**config.mk**
```make
export PLATFORM = sky130hd
export DESIGN_NAME = decode_stage_nw
export DESIGN_NICKNAME = d
export VERILOG_FILES = /design/src/rtl/decode_stage_nw.sv
export SDC_FILE = /design/constraint.sdc
export NUM_CORES = 1
export LEC_CHECK = 0
export CAP_MARGIN = 20
export CORE_AREA = 2 2 164 166
export DETAILED_ROUTE_END_ITERATION = 6
export DIE_AREA = 0 0 166 168
export HOLD_SLACK_MARGIN = 0.12
export PLACE_DENSITY = 0.78
export SETUP_SLACK_MARGIN = 0.3
export SLEW_MARGIN = 15
export SYNTH_ARGS = -nofsm -noshare
export SYNTH_HDL_FRONTEND = slang
export SYNTH_SLANG_ARGS = --single-unit
```
**constraint.sdc**
```tcl
create_clock -name clk -period 5 [get_ports clk]
set_clock_uncertainty 0.05 [all_clocks]
set_input_delay 1 -clock clk [delete_from_list [all_inputs] [get_ports clk]]
set_output_delay 1 -clock clk [all_outputs]
set_load 0.05 [all_outputs]
```
**src/rtl/decode_stage_nw.sv**
```systemverilog
// N-wide registered decode stage: per-lane RV32I decode, packed immediates and a
// cross-bundle short-forward-branch shadow tracker, behind a one-deep valid/ready register.

// Per-lane ctrl layout (16 bits):
// [15] legal [14:10] uop [9:8] iq [7:6] exu [5] rd_wen [4] rs1_ren [3] rs2_ren [2:0] imm_sel
module decode_lane_nw (
    input  logic [31:0] instr_i,
    output logic [15:0] ctrl_o,
    output logic [31:0] imm_o,
    output logic [19:0] pimm_o,
    output logic        shadowable_o,
    output logic        is_br_o
);
    localparam logic [4:0] UOP_NOP = 5'd0, UOP_LUI = 5'd1, UOP_AUIPC = 5'd2, UOP_JAL = 5'd3,
                           UOP_JALR = 5'd4, UOP_BR = 5'd5, UOP_LD = 5'd6, UOP_ST = 5'd7,
                           UOP_ALUI = 5'd8, UOP_ALU = 5'd9, UOP_FENCE = 5'd10, UOP_SYS = 5'd11;
    localparam logic [1:0] IQ_INT = 2'd0, IQ_MEM = 2'd1, IQ_SYS = 2'd2;
    localparam logic [1:0] EXU_ALU = 2'd0, EXU_BR = 2'd1, EXU_LSU = 2'd2, EXU_SYS = 2'd3;
    localparam logic [2:0] IMM_NONE = 3'd0, IMM_I = 3'd1, IMM_S = 3'd2, IMM_B = 3'd3,
                           IMM_U = 3'd4, IMM_J = 3'd5;

    logic [6:0] opc, f7;
    logic [2:0] f3, isel;
    logic [4:0] uop, mid5;
    logic [1:0] iq, exu;
    logic       legal, rd_w, rs1_r, rs2_r, alu, br;

    assign opc = instr_i[6:0];
    assign f3  = instr_i[14:12];
    assign f7  = instr_i[31:25];

    always_comb begin
        legal = 1'b0; uop = UOP_NOP; iq = IQ_INT; exu = EXU_ALU;
        rd_w = 1'b0; rs1_r = 1'b0; rs2_r = 1'b0; isel = IMM_NONE; alu = 1'b0; br = 1'b0;
        case (opc)
            7'h37, 7'h17: begin
                legal = 1'b1; uop = (opc == 7'h37) ? UOP_LUI : UOP_AUIPC;
                rd_w = 1'b1; isel = IMM_U; alu = 1'b1;
            end
            7'h6F: begin
                legal = 1'b1; uop = UOP_JAL; exu = EXU_BR; rd_w = 1'b1; isel = IMM_J;
            end
            7'h67: if (f3 == 3'b000) begin
                legal = 1'b1; uop = UOP_JALR; exu = EXU_BR; rd_w = 1'b1; rs1_r = 1'b1; isel = IMM_I;
            end
            7'h63: if (f3 != 3'b010 && f3 != 3'b011) begin
                legal = 1'b1; uop = UOP_BR; exu = EXU_BR; rs1_r = 1'b1; rs2_r = 1'b1;
                isel = IMM_B; br = 1'b1;
            end
            7'h03: if (f3 != 3'b011 && f3 != 3'b110 && f3 != 3'b111) begin
                legal = 1'b1; uop = UOP_LD; iq = IQ_MEM; exu = EXU_LSU;
                rd_w = 1'b1; rs1_r = 1'b1; isel = IMM_I;
            end
            7'h23: if (f3 <= 3'b010) begin
                legal = 1'b1; uop = UOP_ST; iq = IQ_MEM; exu = EXU_LSU;
                rs1_r = 1'b1; rs2_r = 1'b1; isel = IMM_S;
            end
            7'h13: begin
                // Shift-immediates carry a funct7 that must be canonical.
                legal = (f3 == 3'b001) ? (f7 == 7'h00) :
                        (f3 == 3'b101) ? (f7 == 7'h00 || f7 == 7'h20) : 1'b1;
                uop = UOP_ALUI; rd_w = 1'b1; rs1_r = 1'b1; isel = IMM_I; alu = 1'b1;
            end
            7'h33: begin
                legal = (f7 == 7'h00) || (f7 == 7'h20 && (f3 == 3'b000 || f3 == 3'b101));
                uop = UOP_ALU; rd_w = 1'b1; rs1_r = 1'b1; rs2_r = 1'b1; alu = 1'b1;
            end
            7'h0F: if (f3 == 3'b000) begin
                legal = 1'b1; uop = UOP_FENCE; iq = IQ_SYS; exu = EXU_SYS;
            end
            7'h73: if (instr_i == 32'h0000_0073 || instr_i == 32'h0010_0073) begin
                legal = 1'b1; uop = UOP_SYS; iq = IQ_SYS; exu = EXU_SYS;
            end
            default: ;
        endcase
    end

    always_comb begin
        imm_o = '0;
        case (isel)
            IMM_I: imm_o = {{20{instr_i[31]}}, instr_i[31:20]};
            IMM_S: imm_o = {{20{instr_i[31]}}, instr_i[31:25], instr_i[11:7]};
            IMM_B: imm_o = {{19{instr_i[31]}}, instr_i[31], instr_i[7], instr_i[30:25],
                            instr_i[11:8], 1'b0};
            IMM_U: imm_o = {instr_i[31:12], 12'b0};
            IMM_J: imm_o = {{11{instr_i[31]}}, instr_i[31], instr_i[19:12], instr_i[20],
                            instr_i[30:21], 1'b0};
            default: imm_o = '0;
        endcase
    end

    assign mid5         = (isel == IMM_S || isel == IMM_B) ? instr_i[11:7] : instr_i[24:20];
    assign pimm_o       = {imm_o[31:25], mid5, imm_o[19:12]};
    assign ctrl_o       = {legal, uop, iq, exu, rd_w, rs1_r, rs2_r, isel};
    assign shadowable_o = legal & alu;
    assign is_br_o      = br;
endmodule

module decode_stage_nw #(
    parameter int WIDTH             = 2,
    parameter int SHADOW_MAX_INSTRS = 4
) (
    input  logic                  clk,
    input  logic                  rst,
    input  logic                  flush,
    input  logic                  in_valid,
    output logic                  in_ready,
    input  logic [31:0]           in_pc,
    input  logic [WIDTH*32-1:0]   in_instr,
    input  logic [WIDTH-1:0]      in_mask,
    output logic                  out_valid,
    input  logic                  out_ready,
    output logic [31:0]           out_pc,
    output logic [WIDTH-1:0]      out_mask,
    output logic [WIDTH*16-1:0]   out_ctrl,
    output logic [WIDTH*20-1:0]   out_packed_imm,
    output logic [WIDTH-1:0]      out_illegal,
    output logic [WIDTH-1:0]      out_shadowed,
    output logic                  out_sfo_cancel,
    output logic                  shadow_active
);
    localparam logic [31:0] SHADOW_SPAN = 32'(4 * SHADOW_MAX_INSTRS);

    logic [WIDTH-1:0][15:0] lane_ctrl, ctrl_d, ctrl_q;
    logic [WIDTH-1:0][31:0] lane_imm, lane_pc;
    logic [WIDTH-1:0][19:0] lane_pimm, pimm_d, pimm_q;
    logic [WIDTH-1:0]       lane_shad, lane_br, lane_elig;
    logic [WIDTH-1:0]       illegal_d, illegal_q, shadowed_d, shadowed_q, mask_q;
    logic [31:0]            pc_q, sh_end_d, sh_end_q;
    logic                   out_valid_q, cancel_d, cancel_q, sh_active_d, sh_active_q;
    logic                   accept;

    assign in_ready = !out_valid_q || out_ready;
    assign accept   = in_valid && in_ready && !flush;

    for (genvar g = 0; g < WIDTH; g++) begin : g_lane
        decode_lane_nw u_lane (
            .instr_i      (in_instr[32*g +: 32]),
            .ctrl_o       (lane_ctrl[g]),
            .imm_o        (lane_imm[g]),
            .pimm_o       (lane_pimm[g]),
            .shadowable_o (lane_shad[g]),
            .is_br_o      (lane_br[g])
        );
        assign lane_pc[g]   = in_pc + 32'(4 * g);
        assign lane_elig[g] = !lane_imm[g][31] && (lane_imm[g] != '0) && (lane_imm[g] <= SHADOW_SPAN);
        assign ctrl_d[g]    = in_mask[g] ? lane_ctrl[g] : '0;
        assign pimm_d[g]    = in_mask[g] ? lane_pimm[g] : '0;
        assign illegal_d[g] = in_mask[g] & ~lane_ctrl[g][15];
    end

    // Walk lanes in program order carrying the running shadow state.
    always_comb begin
        sh_active_d = sh_active_q;
        sh_end_d    = sh_end_q;
        cancel_d    = 1'b0;
        shadowed_d  = '0;
        for (int i = 0; i < WIDTH; i++) begin
            if (in_mask[i]) begin
                if (sh_active_d && lane_pc[i] >= sh_end_d) sh_active_d = 1'b0;
                if (sh_active_d) begin
                    if (lane_shad[i]) begin
                        shadowed_d[i] = 1'b1;
                    end else begin
                        cancel_d    = 1'b1;
                        sh_active_d = 1'b0;
                    end
                end
                if (!sh_active_d && lane_br[i] && lane_elig[i]) begin
                    sh_active_d = 1'b1;
                    sh_end_d    = lane_pc[i] + lane_imm[i];
                end
            end
        end
        if (cancel_d) shadowed_d = '0;
    end

    always_ff @(posedge clk or posedge rst) begin
        if (rst) begin
            out_valid_q <= 1'b0;
            pc_q        <= '0;
            mask_q      <= '0;
            ctrl_q      <= '0;
            pimm_q      <= '0;
            illegal_q   <= '0;
            shadowed_q  <= '0;
            cancel_q    <= 1'b0;
            sh_active_q <= 1'b0;
            sh_end_q    <= '0;
        end else if (flush) begin
            out_valid_q <= 1'b0;
            sh_active_q <= 1'b0;
            sh_end_q    <= '0;
        end else if (accept) begin
            out_valid_q <= 1'b1;
            pc_q        <= in_pc;
            mask_q      <= in_mask;
            ctrl_q      <= ctrl_d;
            pimm_q      <= pimm_d;
            illegal_q   <= illegal_d;
            shadowed_q  <= shadowed_d;
            cancel_q    <= cancel_d;
            sh_active_q <= sh_active_d;
            sh_end_q    <= sh_end_d;
        end else if (out_valid_q && out_ready) begin
            out_valid_q <= 1'b0;
        end
    end

    assign out_valid      = out_valid_q;
    assign out_pc         = pc_q;
    assign out_mask       = mask_q;
    assign out_ctrl       = ctrl_q;
    assign out_packed_imm = pimm_q;
    assign out_illegal    = illegal_q;
    assign out_shadowed   = shadowed_q;
    assign out_sfo_cancel = cancel_q;
    assign shadow_active  = sh_active_q;
endmodule

```
==> results_dict.tcl <==
set metrics [dict create \
    yosys.area.top_type_share_pct 27.7 \
    fin_ws_ps -901 \
    fin_cells 2675 \
    routed_via_density 6.20 \
    rsz0062_at_grt "yes" \
    powerDensity_nw_per_um2 188 \
    cts_tree "built" \
    multiInputGateArea_sq_um 9900 \
    cts.sinks 143 \
    drv_cap 0 \
    dp_hpwl_microns 43100 \
    cts-root-buf "clkbuf_16" \
    peakVddDrop_uv 230 \
    antenna_cells 0 \
    hold_viol 0 \
    fin_nets 2550 \
    area_growth_pct 64.4 \
    critPathLaunchType "primary input" \
    insertion_delay_ps 440 \
    ys_ff_latch 143 \
    numPlacedInstances 2506 \
    wl_per_cell_microns 23.2 \
    synth_area_leaders "dfrtp_1, ha_1, nand2_1" \
    syn_area_per_cell_sq_um 8.13 \
    drc 35 \
    synth_edf_count 0 \
    synth_seq_area_share_pct 27.7 \
    cp.required_ps 5280 \
    drive_gt1_share_pct 35.3 \
    first_pass_iters 7 \
    r2r_cells 14 \
    routabilityCongestion 0.994 \
    drt_wl_total_microns 61900 \
    leakage_uw 0.0103 \
    ys_async_sr_fraction_pct 100 \
    postRouteAntennaNets 0 \
    die_area_sq_um 27900 \
    end_kind "flip-flop" \
    antenna_found_initial 1 \
    hold_path_class "flip-flop to flip-flop" \
    drt_iter0_markers 1956 \
    cts_made_buffers 17 \
    synth_top_area_cell "dfrtp_1" \
    port_buffers 214 \
    hold_path_depth 2 \
    num_io_pins 217 \
    slew_violations 0 \
    setup_violations 4 \
    critPathKind "primary input to flip-flop" \
    final_util_pct 80.5 \
    vias 16600 \
    synthesis.instances 1588 \
    clkSlewWorstSetupHoldPaths_ps 70 \
    synth_area_sq_um 12900 \
    ys_warn_count 0 \
    worst_pin_slew_ps 951 \
    core_area_sq_um 26400 \
    crit_slowest_cell "ha_1" \
    clk_path_buf_depth 2 \
    fin_crit_sh_pct 118 \
    crit_top_cell "buf_4" \
    cp.arrival_ps 6180 \
    grt_max_degree 144 \
    start_util_pct 49.0 \
    grt_pass1_wl_microns 89000 \
    r2r_slack_ps 1160 \
    overflow 0 \
    violations "design-rule violations, negative setup slack" \
    outcome "finished with violations" \
    htree_levels 4 \
    cp_slowest_stage_delay_ps 330 \
    fin_crit_ps 5900 \
    seq_area_sq_um 3580 \
    maxSlewHeadroom_pct 35.8 \
    die-height_microns 168 \
    crit_fanout 4 \
    p_total_uw 4000 \
    grt_pass1_vias 15900 \
    die_w_microns 166 \
    max_freq_mhz 169 \
    cts_hold_buf 0 \
    rows 60 \
    n_fill_cell 1710 \
    grtUsageTotal_pct 40.7 \
    synth_cell_types 91 \
    ys.flop_type "dfrtp_1" \
    pre_cts_slack_ps -1870 \
]
## flip-flops by register name, indices dropped and copies added, names as in the netlist
register,cells
out_valid,1
out_shadowed,2
out_ctrl,30
shadow_active,1
out_mask,2
out_pc,32
out_packed_imm,40
out_illegal,2
out_sfo_cancel,1
sh_end_q,32
## synthesized netlist by cell type, types with 15 or more instances
master / number
xnor2_1: 58
a21o_1: 90
buf_2: 18
nor2_1: 121
nor2b_1: 20
and3_1: 21
o21a_1: 20
nand2_1: 229
o21ai_0: 92
xor2_1: 27
inv_1: 62
dfrtp_1: 143
ha_1: 124
clkbuf_1: 37
a31oi_1: 16
a211oi_1: 36
nand2b_1: 15
nand4_1: 17
a22o_1: 44
and2_1: 17
nand3_1: 32
nor3_1: 28
a21oi_1: 116
## logic make-up after synthesis
logic type / count (synthesis) / synth area share [%]
flip-flops: 143 / 27.7
AND/OR/NAND/NOR: 550 / 20.1
adder cells (fa/ha/maj): 128 / 12.5
XOR/XNOR: 85 / 5.77
other: 1 / 0.0291
buffers and inverters: 132 / 4.28
AO/OA/AOI/OAI: 533 / 28.4
multiplexers: 16 / 1.26
## metal layers
layer	wire length (microns)	vias to the layer above	share of wire (%)	GRT usage, %
met2	28600	1066	46	67.5
met3	5720	336	9.2	8.20
met1	23500	7915	38	50.6
li1	-	7269	-	-
met5	0	-	0	0
met4	4100	0	6.6	20.5
## per-stage QoR
stage | hold WS, ps | area [sq um] | setup TNS (ps)
global placement | 408 | 18700 | -13770
CTS | 434 | 20400 | -3010
global route | 454 | 21200 | -4160
detailed placement | 416 | 18700 | -16230
finish | 430 | 21200 | -3480
floorplan | 417 | 13200 | -2730
## worst paths after layout
| path | to | from |
|---|---|---|
| worst max-delay path | out_shadowed[1]$_DFFE_PP0P_ | in_instr[12] |
| worst min register to register | out_packed_imm[39]$_DFFE_PP0P_ | out_packed_imm[39]$_DFFE_PP0P_ |
| min in group asynchronous | out_ctrl[17]$_DFFE_PP0P_ | rst |
| max in group asynchronous | out_illegal[0]$_DFFE_PP0P_ | rst |
| worst min-delay path | out_packed_imm[39]$_DFFE_PP0P_ | out_packed_imm[39]$_DFFE_PP0P_ |
| worst max register to register | out_shadowed[1]$_DFFE_PP0P_ | sh_end_q[0]$_DFFE_PP0P_ |
## cells in the final DEF, fill, tap and decap left out, types with 14 or more instances in the layout
master           synthesis  layout
a211oi_1                36      26
a21o_1                  90      88
a21oi_1                116      93
a21oi_2                  8      27
a22o_1                  44      43
buf_4                    7     539
buf_6                    1      23
clkbuf_16                0      18
clkdlybuf4s50_1          0     183
dfrtp_1                143     143
ha_1                   124     103
ha_4                     0      17
inv_1                   62      58
nand2_1                229     217
nand3_1                 32      27
nand4_1                 17      17
nor2_1                 121     110
nor2b_1                 20      18
nor3_1                  28      21
o21a_1                  20      18
o21ai_0                 92      69
o21ai_1                  9      17
o21ai_2                  1      14
xnor2_1                 58      50
xor2_1                  27      26
## worst max-delay path: cells and delay by family
family	cells	cell delay, ps
xor gates and xnor gates	1	140
buffers and inverters	11	1320
AOI/OAI and AO/OA	14	2630
and+or+nand+nor	4	450
adders and majority gates	2	650
## power by group
group / switching (uW) / internal [uW]
Sequential: 40.8 / 1220
Clock: 629 / 669
Combinational: 836 / 597
## area by class of cell
cell class	instances	share of cell area [%]
inverters	65	1.19
repair buffers	780	30.6
clock inverters	14	0.572
well taps	341	2.01
clock buffers	18	2.07
flip-flops and latches	143	16.9
multi-input cells	1314	46.7
## timing repair
item | CTS | global route
resized for setup | 160 | 142
pin swaps | 89 | 90
endpoints found under the setup margin | 25 | 18
setup buffers | 105 | 32
(Power assumes the default switching activity.)
